===== src/rtl/timer_pkg.sv =====
// Shared encodings for the tick-driven timer: FSM states and mode constants.
package timer_pkg;

  typedef enum logic [1:0] {
    ST_IDLE   = 2'd0,
    ST_RUN    = 2'd1,
    ST_PAUSED = 2'd2
  } state_t;

  localparam logic MODE_ONESHOT  = 1'b0;
  localparam logic MODE_PERIODIC = 1'b1;

endpackage


===== src/rtl/down_counter.sv =====
// Tick down-counter with reload register, terminal-count compare and
// zero detection of the load value.
module down_counter #(
  parameter int CNT_W = 8
) (
  input  logic             clk,
  input  logic             sys_reset,
  input  logic             load,
  input  logic [CNT_W-1:0] load_value,
  input  logic             clear,
  input  logic             step,
  input  logic             periodic,
  output logic [CNT_W-1:0] count,
  output logic             last,
  output logic             load_zero
);

  logic [CNT_W-1:0] reload_reg;

  assign last      = (count == CNT_W'(1));
  assign load_zero = (load_value == '0);

  always_ff @(posedge clk) begin
    if (sys_reset) begin
      count      <= '0;
      reload_reg <= '0;
    end else if (load) begin
      count      <= load_value;
      reload_reg <= load_value;
    end else if (clear) begin
      count <= '0;
    end else if (step) begin
      // terminal tick either reloads or parks at zero; never wraps
      if (last)
        count <= periodic ? reload_reg : '0;
      else if (count != '0)
        count <= count - CNT_W'(1);
    end
  end

endmodule


===== src/rtl/param_timer.sv =====
// One-shot / periodic tick timer: FSM, mode latch and output pulses around
// a down_counter.
//
//   state     | meaning
//   ----------+---------------------------------------------
//   ST_IDLE   | no count active, remaining held at 0
//   ST_RUN    | counting down one per enable tick
//   ST_PAUSED | count frozen while pause is high
module param_timer
  import timer_pkg::*;
#(
  parameter int CNT_W       = 8,
  parameter int PERIODIC_EN = 1
) (
  input  logic             clk,
  input  logic             sys_reset,
  input  logic             enable,
  input  logic             start_timer,
  input  logic [CNT_W-1:0] input_value,
  input  logic             mode,
  input  logic             pause,
  input  logic             abort,
  output logic             expired,
  output logic             divider_reset,
  output logic             busy,
  output logic [CNT_W-1:0] remaining
);

  state_t state;
  logic   mode_q;
  logic   clr_cnt;
  logic   step_cnt;
  logic   cnt_last;
  logic   cnt_load_zero;

  // priority start > abort > pause > enable is encoded in these enables
  assign clr_cnt  = !start_timer && abort && (state != ST_IDLE);
  assign step_cnt = !start_timer && !abort && !pause && enable && (state == ST_RUN);

  down_counter #(.CNT_W(CNT_W)) u_cnt (
    .clk        (clk),
    .sys_reset  (sys_reset),
    .load       (start_timer),
    .load_value (input_value),
    .clear      (clr_cnt),
    .step       (step_cnt),
    .periodic   (mode_q == MODE_PERIODIC),
    .count      (remaining),
    .last       (cnt_last),
    .load_zero  (cnt_load_zero)
  );

  always_ff @(posedge clk) begin
    if (sys_reset) begin
      state         <= ST_IDLE;
      mode_q        <= MODE_ONESHOT;
      expired       <= 1'b0;
      divider_reset <= 1'b0;
      busy          <= 1'b0;
    end else begin
      expired       <= 1'b0;
      divider_reset <= 1'b0;
      if (start_timer) begin
        divider_reset <= 1'b1;
        mode_q        <= (PERIODIC_EN != 0) ? mode : MODE_ONESHOT;
        if (cnt_load_zero) begin
          expired <= 1'b1;
          state   <= ST_IDLE;
          busy    <= 1'b0;
        end else begin
          state <= pause ? ST_PAUSED : ST_RUN;
          busy  <= 1'b1;
        end
      end else begin
        case (state)
          ST_RUN: begin
            if (abort) begin
              state <= ST_IDLE;
              busy  <= 1'b0;
            end else if (pause) begin
              state <= ST_PAUSED;
            end else if (enable && cnt_last) begin
              expired <= 1'b1;
              if (mode_q == MODE_ONESHOT) begin
                state <= ST_IDLE;
                busy  <= 1'b0;
              end
            end
          end
          ST_PAUSED: begin
            if (abort) begin
              state <= ST_IDLE;
              busy  <= 1'b0;
            end else if (!pause) begin
              state <= ST_RUN;
            end
          end
          default: begin
            state <= ST_IDLE;
            busy  <= 1'b0;
          end
        endcase
      end
    end
  end

endmodule


===== config.mk =====
export PLATFORM = sky130hd
export DESIGN_NAME = param_timer
export DESIGN_NICKNAME = d
export VERILOG_FILES = /design/src/rtl/timer_pkg.sv /design/src/rtl/down_counter.sv /design/src/rtl/param_timer.sv
export SDC_FILE = /design/constraint.sdc
export NUM_CORES = 1
export LEC_CHECK = 0
export ABC_AREA = 1
export CORE_MARGIN = 2
export CORE_UTILIZATION = 35
export CTS_CLUSTER_DIAMETER = 120
export DETAILED_ROUTE_END_ITERATION = 10
export HOLD_SLACK_MARGIN = 0.06
export PLACE_DENSITY_LB_ADDON = 0.2
export SYNTH_ARGS = -nofsm -noshare
export SYNTH_HDL_FRONTEND = slang
export SYNTH_HIERARCHICAL = 1
export SYNTH_SLANG_ARGS = --single-unit

===== constraint.sdc =====
create_clock -name clk -period 4 [get_ports clk]
set_clock_uncertainty 0.1 [all_clocks]
set_input_delay 0.6 -clock clk [delete_from_list [all_inputs] [get_ports clk]]
set_output_delay 0.6 -clock clk [all_outputs]
set_load 0.1 [all_outputs]

==> insert_results.sql <==
INSERT INTO impl_metrics (metric_group, metric, value, unit) VALUES
('clocking', 'cts_buffers', '3', ''),
('grt', 'grt_util_met3', '1.948', '%'),
('critical_path', 'critPathArrivalTime', '1940', 'ps'),
('sta', 'finalHoldViolations', '0', ''),
('grt', 'grt_overflow', '0', ''),
('place', 'dpl-instance-area', '0.001737', 'mm2'),
('cells_and_area', 'post_route_cell_area', '0.001792', 'mm2'),
('place', 'routabilityCongestion', '0.7757', ''),
('cells_and_area', 'layout.nets', '274', ''),
('die', 'fp.dieW', '68.62', 'um'),
('synthesis', 'synth_cell_area', '0.001461', 'mm2'),
('routing', 'route.detailed.drc', '0', ''),
('critical_path', 'critPathTopFamily', 'buffers and inverters', ''),
('critical_path', 'critical_path.startpoint_type', 'register', ''),
('critical_path', 'criticalPathCategory', 'register to output pin', ''),
('pwr', 'worst_ir_drop_vdd', '0.1308', 'mV'),
('routing', 'final_antenna_net_count', '0', ''),
('synthesis', 'synth-warning-count', '6', ''),
('die', 'io_pins', '26', ''),
('sta', 'timing_worst_slew_pin_value', '974.7', 'ps'),
('sta', 'final_critical_path_required_period', '2643', 'ps'),
('sta', 'slew_headroom', '34.82', '%'),
('clocking', 'clk_path_buf_depth', '2', ''),
('pwr', 'total_power_density_per_cell_area', '357.0', 'mW/mm2'),
('run_status', 'status', 'completed', ''),
('synthesis', 'mappedNetlistNets', '249', ''),
('grt', 'via_count_of_the_first_global_routing_pass', '1322', ''),
('grt', 'grt_max_degree', '17', ''),
('cells_and_area', 'n_antenna_cell', '0', ''),
('sta', 'setup-violations-final', '0', ''),
('cells_and_area', 'leading_cell_type_in_the_layout_fill_and_taps_excluded', 'sky130_fd_sc_hd__nand2_1', ''),
('clocking', 'cts-resized-gates', '0', ''),
('grt', 'grtUsageMet1', '24.38', '%'),
('sta', 'grt_setup_unrepaired', 'false', ''),
('grt', 'grt-busiest-layer', 'met2', ''),
('sta', 'maxClockFrequency', '0.3784', 'GHz'),
('pwr', 'post-layout-total-power', '0.6396', 'mW'),
('clocking', 'tritoncts', 'built', ''),
('clocking', 'holdBufCountCts', '0', ''),
('routing', 'vias', '1433', ''),
('grt', 'grt_pass1_wl', '5.947', 'mm'),
('sta', 'timing.final.crit_share', '66.07', '%'),
('place', 'numPortBuffers', '25', ''),
('critical_path', 'critical_path_buf_inv_count', '1', ''),
('critical_path', 'crit_path_max_fanout', '6', ''),
('clocking', 'cts.clk_slew.worst_paths', '80', 'ps'),
('synthesis', 'yosysSeqAreaShare', '30.14', '%'),
('critical_path', 'cpPeakStageDelay', '1190', 'ps'),
('critical_path', 'critPathSlowestCell', 'sky130_fd_sc_hd__clkdlybuf4s50_1', ''),
('die', 'die_h', '68.62', 'um'),
('clocking', 'clock-root-buffer', 'sky130_fd_sc_hd__clkbuf_8', ''),
('clocking', 'cts_post_setup_buffers_inserted', '0', ''),
('routing', 'detail_route.first_pass.iterations', '4', ''),
('synthesis', 'average_instance_area_after_synthesis', '6.438', 'um2'),
('job', 'timing.max_cap.violations', '0', ''),
('cells_and_area', 'layout.filler_cells', '433', ''),
('critical_path', 'crit_required', '3300', 'ps'),
('routing', 'wl_per_cell', '11.44', 'um'),
('grt', 'number_of_antenna_violations_at_the_first_check_in_global_routing', '0', ''),
('place', 'detailedPlacementHpwl', '2.670', 'mm'),
('grt', 'gr-usage-met2', '25.72', '%'),
('routing', 'finalWirelength', '3.443', 'mm'),
('min_path', 'hold_path.class', 'register to register', ''),
('clocking', 'h-tree-depth', '1', ''),
('die', 'row_count', '23', ''),
('cells_and_area', 'final_cell_mix', '67 x sky130_fd_sc_hd__nand2_1, 34 x sky130_fd_sc_hd__nor2_1, 25 x sky130_fd_sc_hd__clkdlybuf4s50_1, 22 x sky130_fd_sc_hd__dfxtp_1', ''),
('pwr', 'p_leak', '0.7961', 'nW'),
('grt', 'grt.total_usage', '16.67', '%'),
('synthesis', 'synth_cell_type_count', '28', ''),
('critical_path', 'crit_path_cell_trace', 'clkdlybuf4s50_1', ''),
('sta', 'setup-tns-final', '0', 'ps');
[path summary, 6_finish.rpt]
kind | startpoint | endpoint | slack (ps) | cells after the start
max | u_cnt/count[2] | remaining[2] | 1360 | 1
min | u_cnt/reload_reg[1] | u_cnt/reload_reg[1] | 370 | 2
max reg2reg | u_cnt/count[1] | state[1] | 2110 | 11
min reg2reg | u_cnt/reload_reg[1] | u_cnt/reload_reg[1] | 370 | 2
[metrics by stage]
stage / hold slack [ps] / std cells / worst slack [ps] / utilization (%)
finish: 368.4 / 301 / 1357 / 44.79
global route: 392.5 / 301 / 1282 / 44.79
CTS: 369.0 / 301 / 1347 / 44.79
detailed placement: 355.2 / 297 / 1405 / 43.42
global placement: 350.9 / 297 / 1441 / 43.42
floorplan: 341.2 / 227 / 1646 / -
[cell type report]
class / count / area, um2 / area share, %
well taps: 50 / 62.56 / 3.492
flip-flops and latches: 22 / 440.4 / 24.58
multi-input cells: 180 / 908.4 / 50.70
clock buffers: 4 / 55.05 / 3.073
repair buffers: 25 / 250.2 / 13.97
inverters: 20 / 75.07 / 4.190
[power breakdown]
| group | internal [mW] | total [mW] | switching [mW] |
|---|---|---|---|
| combinational | 0.0715 | 0.225 | 0.153 |
| clock | 0.0879 | 0.165 | 0.0770 |
| sequential | 0.234 | 0.250 | 0.0158 |
| total | 0.393 | 0.640 | 0.246 |
[cells by family after synthesis]
family / Yosys count / share of synthesized area (%)
XOR/XNOR: 1 / 0.5994
AND/OR/NAND/NOR: 138 / 42.38
adder cells (fa/ha/maj): 7 / 5.993
AO/OA/AOI/OAI: 34 / 13.19
flip-flops: 22 / 30.14
buffers and inverters: 25 / 7.705
[Yosys cell counts]
| cell type | n |
|---|---|
| sky130_fd_sc_hd__nor2_4 | 3 |
| sky130_fd_sc_hd__nand2_2 | 7 |
| sky130_fd_sc_hd__nor2_1 | 34 |
| sky130_fd_sc_hd__o21ai_0 | 9 |
| sky130_fd_sc_hd__nand4_1 | 3 |
| sky130_fd_sc_hd__nor4_1 | 2 |
| sky130_fd_sc_hd__clkbuf_8 | 1 |
| sky130_fd_sc_hd__buf_6 | 1 |
| sky130_fd_sc_hd__a21boi_0 | 2 |
| sky130_fd_sc_hd__and2_1 | 1 |
| sky130_fd_sc_hd__nand2_4 | 2 |
| sky130_fd_sc_hd__buf_2 | 1 |
| sky130_fd_sc_hd__nor2_2 | 2 |
| sky130_fd_sc_hd__buf_1 | 2 |
| sky130_fd_sc_hd__ha_1 | 7 |
| sky130_fd_sc_hd__and3_1 | 1 |
| sky130_fd_sc_hd__a21oi_1 | 18 |
| sky130_fd_sc_hd__dfxtp_1 | 22 |
| sky130_fd_sc_hd__a21o_1 | 1 |
| sky130_fd_sc_hd__o21ai_2 | 2 |
| sky130_fd_sc_hd__inv_1 | 18 |
| sky130_fd_sc_hd__nand3_1 | 14 |
| sky130_fd_sc_hd__a21oi_2 | 2 |
| sky130_fd_sc_hd__nand2_1 | 67 |
| sky130_fd_sc_hd__xor2_1 | 1 |
| sky130_fd_sc_hd__nor3_1 | 1 |
| sky130_fd_sc_hd__inv_2 | 2 |
| sky130_fd_sc_hd__or2_4 | 1 |
[metal layers]
metal,up-vias,wire length [um]
met5,-,0
met4,0,34
met3,4,153
met2,41,1468
met1,618,1787
li1,770,-
(Power assumes the default switching activity.)
